**config.mk**
```make
export PLATFORM = sky130hd
export DESIGN_NAME = burst_playback
export DESIGN_NICKNAME = d
export VERILOG_FILES = /design/src/rtl/burst_playback.sv
export SDC_FILE = /design/constraint.sdc
export NUM_CORES = 1
export LEC_CHECK = 0
export ABC_AREA = 0
export BUFFER_PORTS_ARGS = -buffer_cell sky130_fd_sc_hd__buf_2
export CAP_MARGIN = 25
export CORE_MARGIN = 2
export CORE_UTILIZATION = 59
export DETAILED_ROUTE_END_ITERATION = 16
export GPL_TIMING_DRIVEN = 0
export PLACE_DENSITY = 0.85
export SYNTH_ARGS = -nofsm -noshare
export SYNTH_HDL_FRONTEND = slang
export SYNTH_SLANG_ARGS = --single-unit
```
**constraint.sdc**
```tcl
create_clock -name HS_CLK -period 3.7 [get_ports HS_CLK]
set_input_delay 0.185 -clock HS_CLK [delete_from_list [all_inputs] [get_ports HS_CLK]]
set_output_delay 0.185 -clock HS_CLK [all_outputs]
set_load 0.005 [all_outputs]
```
**src/rtl/burst_playback.sv**
```systemverilog
// burst_playback: reads packed waveform words back from a pipelined SRAM and
// streams them to the DAC. Each 32-bit word holds two samples, so one read
// address every second cycle keeps the DAC fed without gaps. Supports a burst
// length, a pass count (0 = loop until trigger release) and abort on release.
module burst_playback #(
  parameter int DAC_W  = 14,
  parameter int ADDR_W = 17,
  parameter int RD_LAT = 2
) (
  input  logic              HS_CLK,
  input  logic              RST_N,
  input  logic              TRIG,
  input  logic [ADDR_W-1:0] BURST_LEN,
  input  logic [7:0]        LOOPS,
  input  logic [31:0]       SRAM_DATA,
  output logic [ADDR_W-1:0] SRAM_ADDR,
  output logic              SRAM_ADSC_N,
  output logic              SRAM_OE_N,
  output logic [DAC_W-1:0]  DAC_DATA,
  output logic              DAC_VALID,
  output logic              BUSY,
  output logic              DONE
);

  typedef enum logic [1:0] {IDLE, PLAY, DRAIN, FINISH} state_t;

  localparam logic [DAC_W-1:0]  MIDSCALE  = DAC_W'(1) << (DAC_W - 1);
  // Read-pipeline pattern when only the oldest outstanding word remains.
  localparam logic [RD_LAT-1:0] PIPE_LAST = RD_LAT'(1) << (RD_LAT - 1);

  state_t            state;
  logic              trig_meta;
  logic              trig_sync;
  logic              trig_prev;
  logic              trig_rise;
  logic              trig_fall;
  logic              abort;
  logic [ADDR_W-1:0] last_k;      // len - 1, latched at start
  logic [7:0]        loops_left;
  logic              addr_phase;  // high during an address-issue cycle
  logic [RD_LAT-1:0] vld_pipe;    // bit i set: a word issued i+1 cycles ago
  logic              hi_pending;
  logic [DAC_W-1:0]  hi_word;
  logic              sram_data_unused;

  // Padding bits above DAC_W in each half are don't-care.
  assign sram_data_unused = ^SRAM_DATA;

  assign trig_rise = trig_sync & ~trig_prev;
  assign trig_fall = ~trig_sync & trig_prev;
  assign abort     = trig_fall && (state == PLAY || state == DRAIN);

  // Two-flop synchronizer for the asynchronous trigger, plus edge history.
  // NOTE: sequential state always uses non-blocking assignments so every flop
  // samples the pre-edge value of its neighbours, as the hardware does.
  always_ff @(posedge HS_CLK or negedge RST_N) begin
    if (!RST_N) begin
      trig_meta <= 1'b0;
      trig_sync <= 1'b0;
      trig_prev <= 1'b0;
    end else begin
      trig_meta <= TRIG;
      trig_sync <= trig_meta;
      trig_prev <= trig_sync;
    end
  end

  // Playback FSM, SRAM address generator and DAC data path.
  // NOTE: the read pipeline and sample holding registers are reset too, so an
  // abort or reset never lets a stale in-flight word reach the DAC.
  always_ff @(posedge HS_CLK or negedge RST_N) begin
    if (!RST_N) begin
      state       <= IDLE;
      last_k      <= '0;
      loops_left  <= '0;
      addr_phase  <= 1'b0;
      vld_pipe    <= '0;
      hi_pending  <= 1'b0;
      hi_word     <= '0;
      SRAM_ADDR   <= '0;
      SRAM_ADSC_N <= 1'b1;
      SRAM_OE_N   <= 1'b1;
      DAC_DATA    <= MIDSCALE;
      DAC_VALID   <= 1'b0;
      BUSY        <= 1'b0;
      DONE        <= 1'b0;
    end else if (abort) begin
      // Trigger released: drop everything in flight, no DONE.
      state       <= IDLE;
      addr_phase  <= 1'b0;
      vld_pipe    <= '0;
      hi_pending  <= 1'b0;
      SRAM_ADSC_N <= 1'b1;
      SRAM_OE_N   <= 1'b1;
      DAC_DATA    <= MIDSCALE;
      DAC_VALID   <= 1'b0;
      BUSY        <= 1'b0;
      DONE        <= 1'b0;
    end else begin
      DONE     <= 1'b0;
      vld_pipe <= RD_LAT'({vld_pipe, ~SRAM_ADSC_N});

      // Capture a returning word: low sample now, high sample next cycle.
      if (vld_pipe[RD_LAT-1]) begin
        DAC_DATA   <= SRAM_DATA[DAC_W-1:0];
        hi_word    <= SRAM_DATA[16 +: DAC_W];
        hi_pending <= 1'b1;
        DAC_VALID  <= 1'b1;
      end else if (hi_pending) begin
        DAC_DATA   <= hi_word;
        hi_pending <= 1'b0;
        DAC_VALID  <= 1'b1;
      end else begin
        DAC_DATA   <= MIDSCALE;
        DAC_VALID  <= 1'b0;
      end

      unique case (state)
        IDLE: begin
          if (trig_rise) begin
            last_k     <= BURST_LEN - ADDR_W'(1);
            loops_left <= LOOPS;
            BUSY       <= 1'b1;
            if (BURST_LEN == '0) begin
              state <= FINISH;
              DONE  <= 1'b1;
            end else begin
              state       <= PLAY;
              SRAM_ADDR   <= '0;
              SRAM_ADSC_N <= 1'b0;
              SRAM_OE_N   <= 1'b0;
              addr_phase  <= 1'b1;
            end
          end
        end
        PLAY: begin
          if (addr_phase) begin
            SRAM_ADSC_N <= 1'b1;
            addr_phase  <= 1'b0;
          end else if (SRAM_ADDR == last_k && loops_left == 8'd1) begin
            state <= DRAIN;
            if (vld_pipe == PIPE_LAST) SRAM_OE_N <= 1'b1;
          end else begin
            SRAM_ADSC_N <= 1'b0;
            addr_phase  <= 1'b1;
            if (SRAM_ADDR == last_k) begin
              SRAM_ADDR <= '0;
              if (loops_left != 8'd0) loops_left <= loops_left - 8'd1;
            end else begin
              SRAM_ADDR <= SRAM_ADDR + ADDR_W'(1);
            end
          end
        end
        DRAIN: begin
          if (vld_pipe == PIPE_LAST) SRAM_OE_N <= 1'b1;
          // Last high sample is on the DAC now and nothing is in flight.
          if (DAC_VALID && !hi_pending && vld_pipe == '0) begin
            state <= FINISH;
            DONE  <= 1'b1;
          end
        end
        FINISH: begin
          state <= IDLE;
          BUSY  <= 1'b0;
        end
      endcase
    end
  end

endmodule

```
## Yosys cells after proc, flatten, opt, wreduce, memory -nomap -nowiden

Index checks and enable logic that the tools add are counted.

- Output and inout bits: 36
- Latch bits: 0
- Memory bits (read-only): 0
- Input port bits: 60
- Word-level logic and storage cells: 120
- Bits in registers: 84
- Memory bits (writable): 0
- Memories kept: 0

- Multipliers: 0
- Muxes and demuxes: 53
- Reduce and logical (&&, ||, !) cells: 23
- Divide/modulo/power cells: 0
- Shift operators: 0
- Equality and inequality tests: 18
- Order comparisons: 0
- Bitwise operators: 6
- $add $sub $neg: 3

Operators with widths:

| cell | number |
|---|---|
| $mux W17 | 5 |
| $mux W14 | 3 |
| $mux W8 | 5 |
| $pmux W17 S2 | 1 |
| $mux W1 | 25 |
| $add A17 B1 Y17 const B | 1 |
| $eq A17 B17 Y1 | 1 |
| $logic_not A17 Y1 | 1 |
| $sub A17 B1 Y17 const B | 1 |
| $pmux W8 S2 | 1 |
| $mux W2 | 7 |
| $ne A3 B3 Y1 const B | 3 |
| $eq A8 B1 Y1 const B | 1 |
| $ne A2 B2 Y1 const B | 4 |
| $pmux W1 S2 | 4 |
| $pmux W2 S4 | 1 |
| $reduce_and A4 Y1 | 2 |
| $reduce_bool A8 Y1 | 1 |
| $sub A8 B1 Y8 const B | 1 |
| $reduce_and A7 Y1 | 1 |
| $eq A2 B2 Y1 const B | 3 |
| $ne A3 B2 Y1 const B | 2 |
| $reduce_and A3 Y1 | 2 |
| $reduce_and A6 Y1 | 1 |
| 15 further kinds | 26 |

## Depth between registers and ports, before layout

- Depth in word-level cells: 6
- Depth in mapped cells: 9
- Mapped depth without buffers: 8

## Worst setup path after synthesis

No wires, ideal clock.

- Path type: reg2reg
- Start: reg state[0]
- End: reg SRAM_ADDR[4]
- Data arrival time: 2.045 ns
- Stages on the path, launching flop included: 10
- Required time: 3.574 ns
- Path slack: 1.529 ns
- Period minus slack after synthesis: 2.171 ns
- Buffers on the path: 2
- Setup time: 0.126 ns
- Cells stage by stage: dfrtp_1 -> inv_1 -> ha_1 -> clkbuf_1 -> nor2_1 -> a31oi_4 -> a41o_4 -> or2_1 -> buf_2 -> a221o_1

- Longest elaborated chain between the ends: 5
- Elaborated cells on any way between the ends: 13
- Those cells by class: 6 x eq/ne; 1 x mux; 1 x bitwise; 5 x reduce/logical

RTL lines:

| what | RTL line | RTL |
|---|---|---|
| start: declaration | 31 | `state_t state;` |
| start signal: assignment | 73 | `state <= IDLE;` |
| start signal: assignment | 89 | `state <= IDLE;` |
| start signal: assignment | 125 | `state <= FINISH;` |
| $eq A2 B1 Y1 or $eq A2 B2 Y1 (tied branches) | 51, 118 |  |
| $logic_or A1 B1 Y1 | 51 | `assign abort = trig_fall && (state == PLAY \|\| state == DRAIN);` |
| $logic_and A1 B1 Y1 | 51 |  |
| $not A1 Y1 (no line) | n/a |  |
| $reduce_and A6 Y1 (no line) | n/a |  |
| end signal: assignment | 150 | `SRAM_ADDR <= SRAM_ADDR + ADDR_W'(1);` |
| end: declaration | 16 | `output logic [ADDR_W-1:0] SRAM_ADDR,` |

Parallel ways exist; a longest one is shown, timed or not.
A chain may end at the register's enable or synchronous reset.

## Final worst setup path

- Start: reg state[0]
- End: reg hi_word[9]

- Longest elaborated chain between the ends: 5
- Elaborated cells on any way between the ends: 6
- Those cells by class: 2 x eq/ne; 1 x bitwise; 3 x reduce/logical

RTL lines:

| what | RTL line | RTL |
|---|---|---|
| $eq A2 B1 Y1 or $eq A2 B2 Y1 (tied branches) | 51 |  |
| $logic_or A1 B1 Y1 * | 51 |  |
| $logic_and A1 B1 Y1 * | 51 |  |
| $not A1 Y1 (no line) * | n/a |  |
| $reduce_and A2 Y1 (no line) * | n/a |  |
| end signal: assignment | 106 | `hi_word <= SRAM_DATA[16 +: DAC_W];` |
| end: declaration | 43 | `logic [DAC_W-1:0] hi_word;` |

Every way passes the cells marked *; elsewhere a longest branch is shown, timed or not.

==> impl_metrics.json <==
{
  "root_buffer": "clkbuf_8",
  "n_antenna_cell": 0,
  "final_hold_viol_count": 0,
  "cts.sinks": 84,
  "clock_path_buffers": 2,
  "sw_frac_of_total": 0.398,
  "yosysWarningCount": 0,
  "hold_end": "DAC_DATA[8]$_DFF_PN0_",
  "reg2reg_depth": 7,
  "yosys-top-cells-count": "dfrtp_1 (81), nor2_1 (33), nand2_1 (32)",
  "drt_first_pass_iters": 5,
  "worstPathRequired_ns": 3.96,
  "yosysUniqueCellTypes": 64,
  "drt_iter0_drc": 166,
  "slew_viol_final": 0,
  "post_cts_buffers": 0,
  "clock_latency_ns": 0.38,
  "r2r_start": "state[0]$_DFFE_PN0P_",
  "rows": 31,
  "skew_ns": 0.0140,
  "crit_arrival_ns": 2.89,
  "area.growth.synth_to_final_pct": 18.4,
  "setup_slack_ns": 1.07,
  "layout.nets": 598,
  "power.density_mw_per_mm2": 687,
  "gp_congestion": 0.882,
  "drc": 0,
  "core_area_mm2": 0.00733,
  "synth.yosys.seq_area_share": 0.468,
  "synthesis.nets": 493,
  "die_height_um": 91.3,
  "drv_cap": 0,
  "synth_most_common_cell": "dfrtp_1",
  "vias": 3734,
  "pwr-share-clk": 0.183,
  "ys_ff_latch": 84,
  "p_leak_nw": 2.54,
  "h-tree-depth": 3,
  "synth_area_leaders": "dfrtp_1 (45%), xnor2_1 (4.7%), a22o_1 (3.9%)",
  "hold_path_class": "input port to flip-flop",
  "internal_power_w": 0.00220,
  "routed_wl_um": 10700,
  "antenna_found_initial": 0,
  "syn_area_per_cell_um2": 10.7,
  "ctsResizeCount": 0,
  "min_from": "SRAM_DATA[8]",
  "dp_hpwl_um": 7900,
  "post-place-ws_ns": 1.11,
  "grt_pass1_vias": 3670,
  "setup_violations": 0,
  "cts_tree": "done",
  "clk_pin_slew_ns": 0.10,
  "portBuffers": 91,
  "yosysTopAreaCell": "dfrtp_1",
  "min_path_cells": 2,
  "ys.flop_type": "dfrtp_1",
  "drt-vias-per-instance": 5.92,
  "whs_ns": 0.0196,
  "worstSetupPathType": "flip-flop to flip-flop",
  "fin_tns_setup_ns": 0,
  "synthCells": 422,
  "numCtsBuffers": 9,
  "fp.dieW_um": 91.3,
  "layout.cells.non_filler": 631,
  "tightest_slew_ns": 0.866,
  "period_share": 0.710,
  "path_max_fanout": 10,
  "grt_max_degree": 50,
  "synth_edf_count": 0,
  "routedWlPerCell_um": 17.0,
  "switchingPower_w": 0.00145,
  "dp.cells": 613,
  "relSlewSlack": 0.421,
  "io_pins": 96,
  "fmaxAchievable_ghz": 0.381,
  "grt_overflow_total": 0,
  "die-area_mm2": 0.00833,
  "synth_top_cell_area_share": 0.451,
  "pwr-share-comb": 0.409,
  "drive_above_1_share": 0.289,
  "timing.rr.end": "hi_word[9]$_DFFE_PN0P_",
  "end_kind": "flip-flop",
  "period_needed_ns": 2.63,
  "status": "finished clean",
  "floorplan.initialDensity": 0.613,
  "grt_first_pass_wirelength_um": 17900,
  "startpoint_type": "flip-flop",
  "sequentialPowerShare": 0.408,
  "synth_area_mm2": 0.00450,
  "rrSetupSlack_ns": 1.07,
  "vdd_ir_drop_max_mv": 0.409,
  "async_flop_share": 1.00,
  "rsz0062_at_grt": "no",
  "gr-usage-all-layers": 0.267,
  "ant_nets": 0,
  "utilization": 0.726
}
[layout by cell type (no fill, tap or decap), types with 11 or more instances in the layout]
| cell | count |
|---|---|
| dfrtp_1 | 81 |
| ha_1 | 11 |
| inv_1 | 16 |
| mux2_2 | 15 |
| a22o_1 | 20 |
| nand3_1 | 15 |
| nand2_1 | 32 |
| nor2_1 | 33 |
| xnor2_1 | 24 |
| o21ai_0 | 22 |
| buf_2 | 94 |
[worst max-delay path, stage by stage (launching register included)]
cell and delay (ns):
dfrtp_1 0.41, inv_1 0.10, ha_1 0.40, nand3b_1 0.27, and2_1 0.17, clkbuf_1 0.43
buf_2 0.35, mux2_2 0.37
[layer usage]
layer | GRT usage | vias to the layer above | share of wire
li1 | - | 1758 | -
met1 | 0.354 | 1808 | 0.42
met2 | 0.453 | 150 | 0.50
met3 | 0.0448 | 18 | 0.058
met4 | 0.0808 | 0 | 0.017
met5 | 0 | - | 0
[worst max path at each step]
stage,startpoint,end,slack [ns],depth (start not counted)
floorplan,state[0]$_DFFE_PN0P_,SRAM_ADDR[4]$_DFFE_PN0P_,1.53,9
global placement,state[0]$_DFFE_PN0P_,hi_word[11]$_DFFE_PN0P_,1.21,7
detailed placement,state[0]$_DFFE_PN0P_,hi_word[9]$_DFFE_PN0P_,1.11,7
CTS,state[0]$_DFFE_PN0P_,hi_word[9]$_DFFE_PN0P_,1.07,7
global route,state[0]$_DFFE_PN0P_,hi_word[9]$_DFFE_PN0P_,0.91,7
finish,state[0]$_DFFE_PN0P_,hi_word[9]$_DFFE_PN0P_,1.07,7
[registers in the layout, summed over array words and instances (netlist names)]
signal and cells:
addr_phase 1, state 2, loops_left 8, DAC_VALID 1
vld_pipe 2, DONE 1, hi_word 14, last_k 17
SRAM_ADSC_N 1, trig_sync 1, hi_pending 1, trig_meta 1
trig_prev 1, DAC_DATA 14, BUSY 1, SRAM_OE_N 1
SRAM_ADDR 17
[area by class of cell]
cell class | count | area (um^2)
Fill cell | 542 | 2010
Multi-Input combinational cell | 302 | 2210
Clock inverter | 7 | 73.8
Inverter | 16 | 60.1
Buffer | 20 | 121
Tap cell | 99 | 124
Timing Repair Buffer | 94 | 505
Sequential cell | 84 | 2110
Clock buffer | 9 | 124
[power groups by stage]
stage	clock [W]	sequential, W	combinational, W
after floorplan	0	0.00146	0.00106
after global placement	0	0.00149	0.00140
after detailed placement	0	0.00151	0.00148
after CTS	0.000674	0.00149	0.00150
after global routing	0.000709	0.00154	0.00165
final	0.000668	0.00149	0.00150
[timing repair]
action	CTS	global route
endpoints found under the hold margin	36	0
hold buffers	2	0
endpoints found under the setup margin	0	0
[logic make-up (layout without fill, tap and decap cells)]
| group | Yosys count | in the layout | share of synthesized area |
|---|---|---|---|
| AOI/OAI and AO/OA | 99 | 99 | 0.175 |
| xor gates and xnor gates | 30 | 30 | 0.0601 |
| DFF | 84 | 84 | 0.468 |
| buffers and inverters | 36 | 146 | 0.0404 |
| and+or+nand+nor | 138 | 138 | 0.167 |
| muxes | 24 | 24 | 0.0579 |
| adders and majority gates | 11 | 11 | 0.0306 |
[through the flow]
step                cell area [um^2]  power [W]
global placement                5070    0.00288
finish                          5320    0.00366
floorplan                       4500    0.00252
global route                    5320    0.00390
CTS                             5320    0.00366
detailed placement              5100    0.00299
Note: power is estimated with default switching activity, not from simulation.
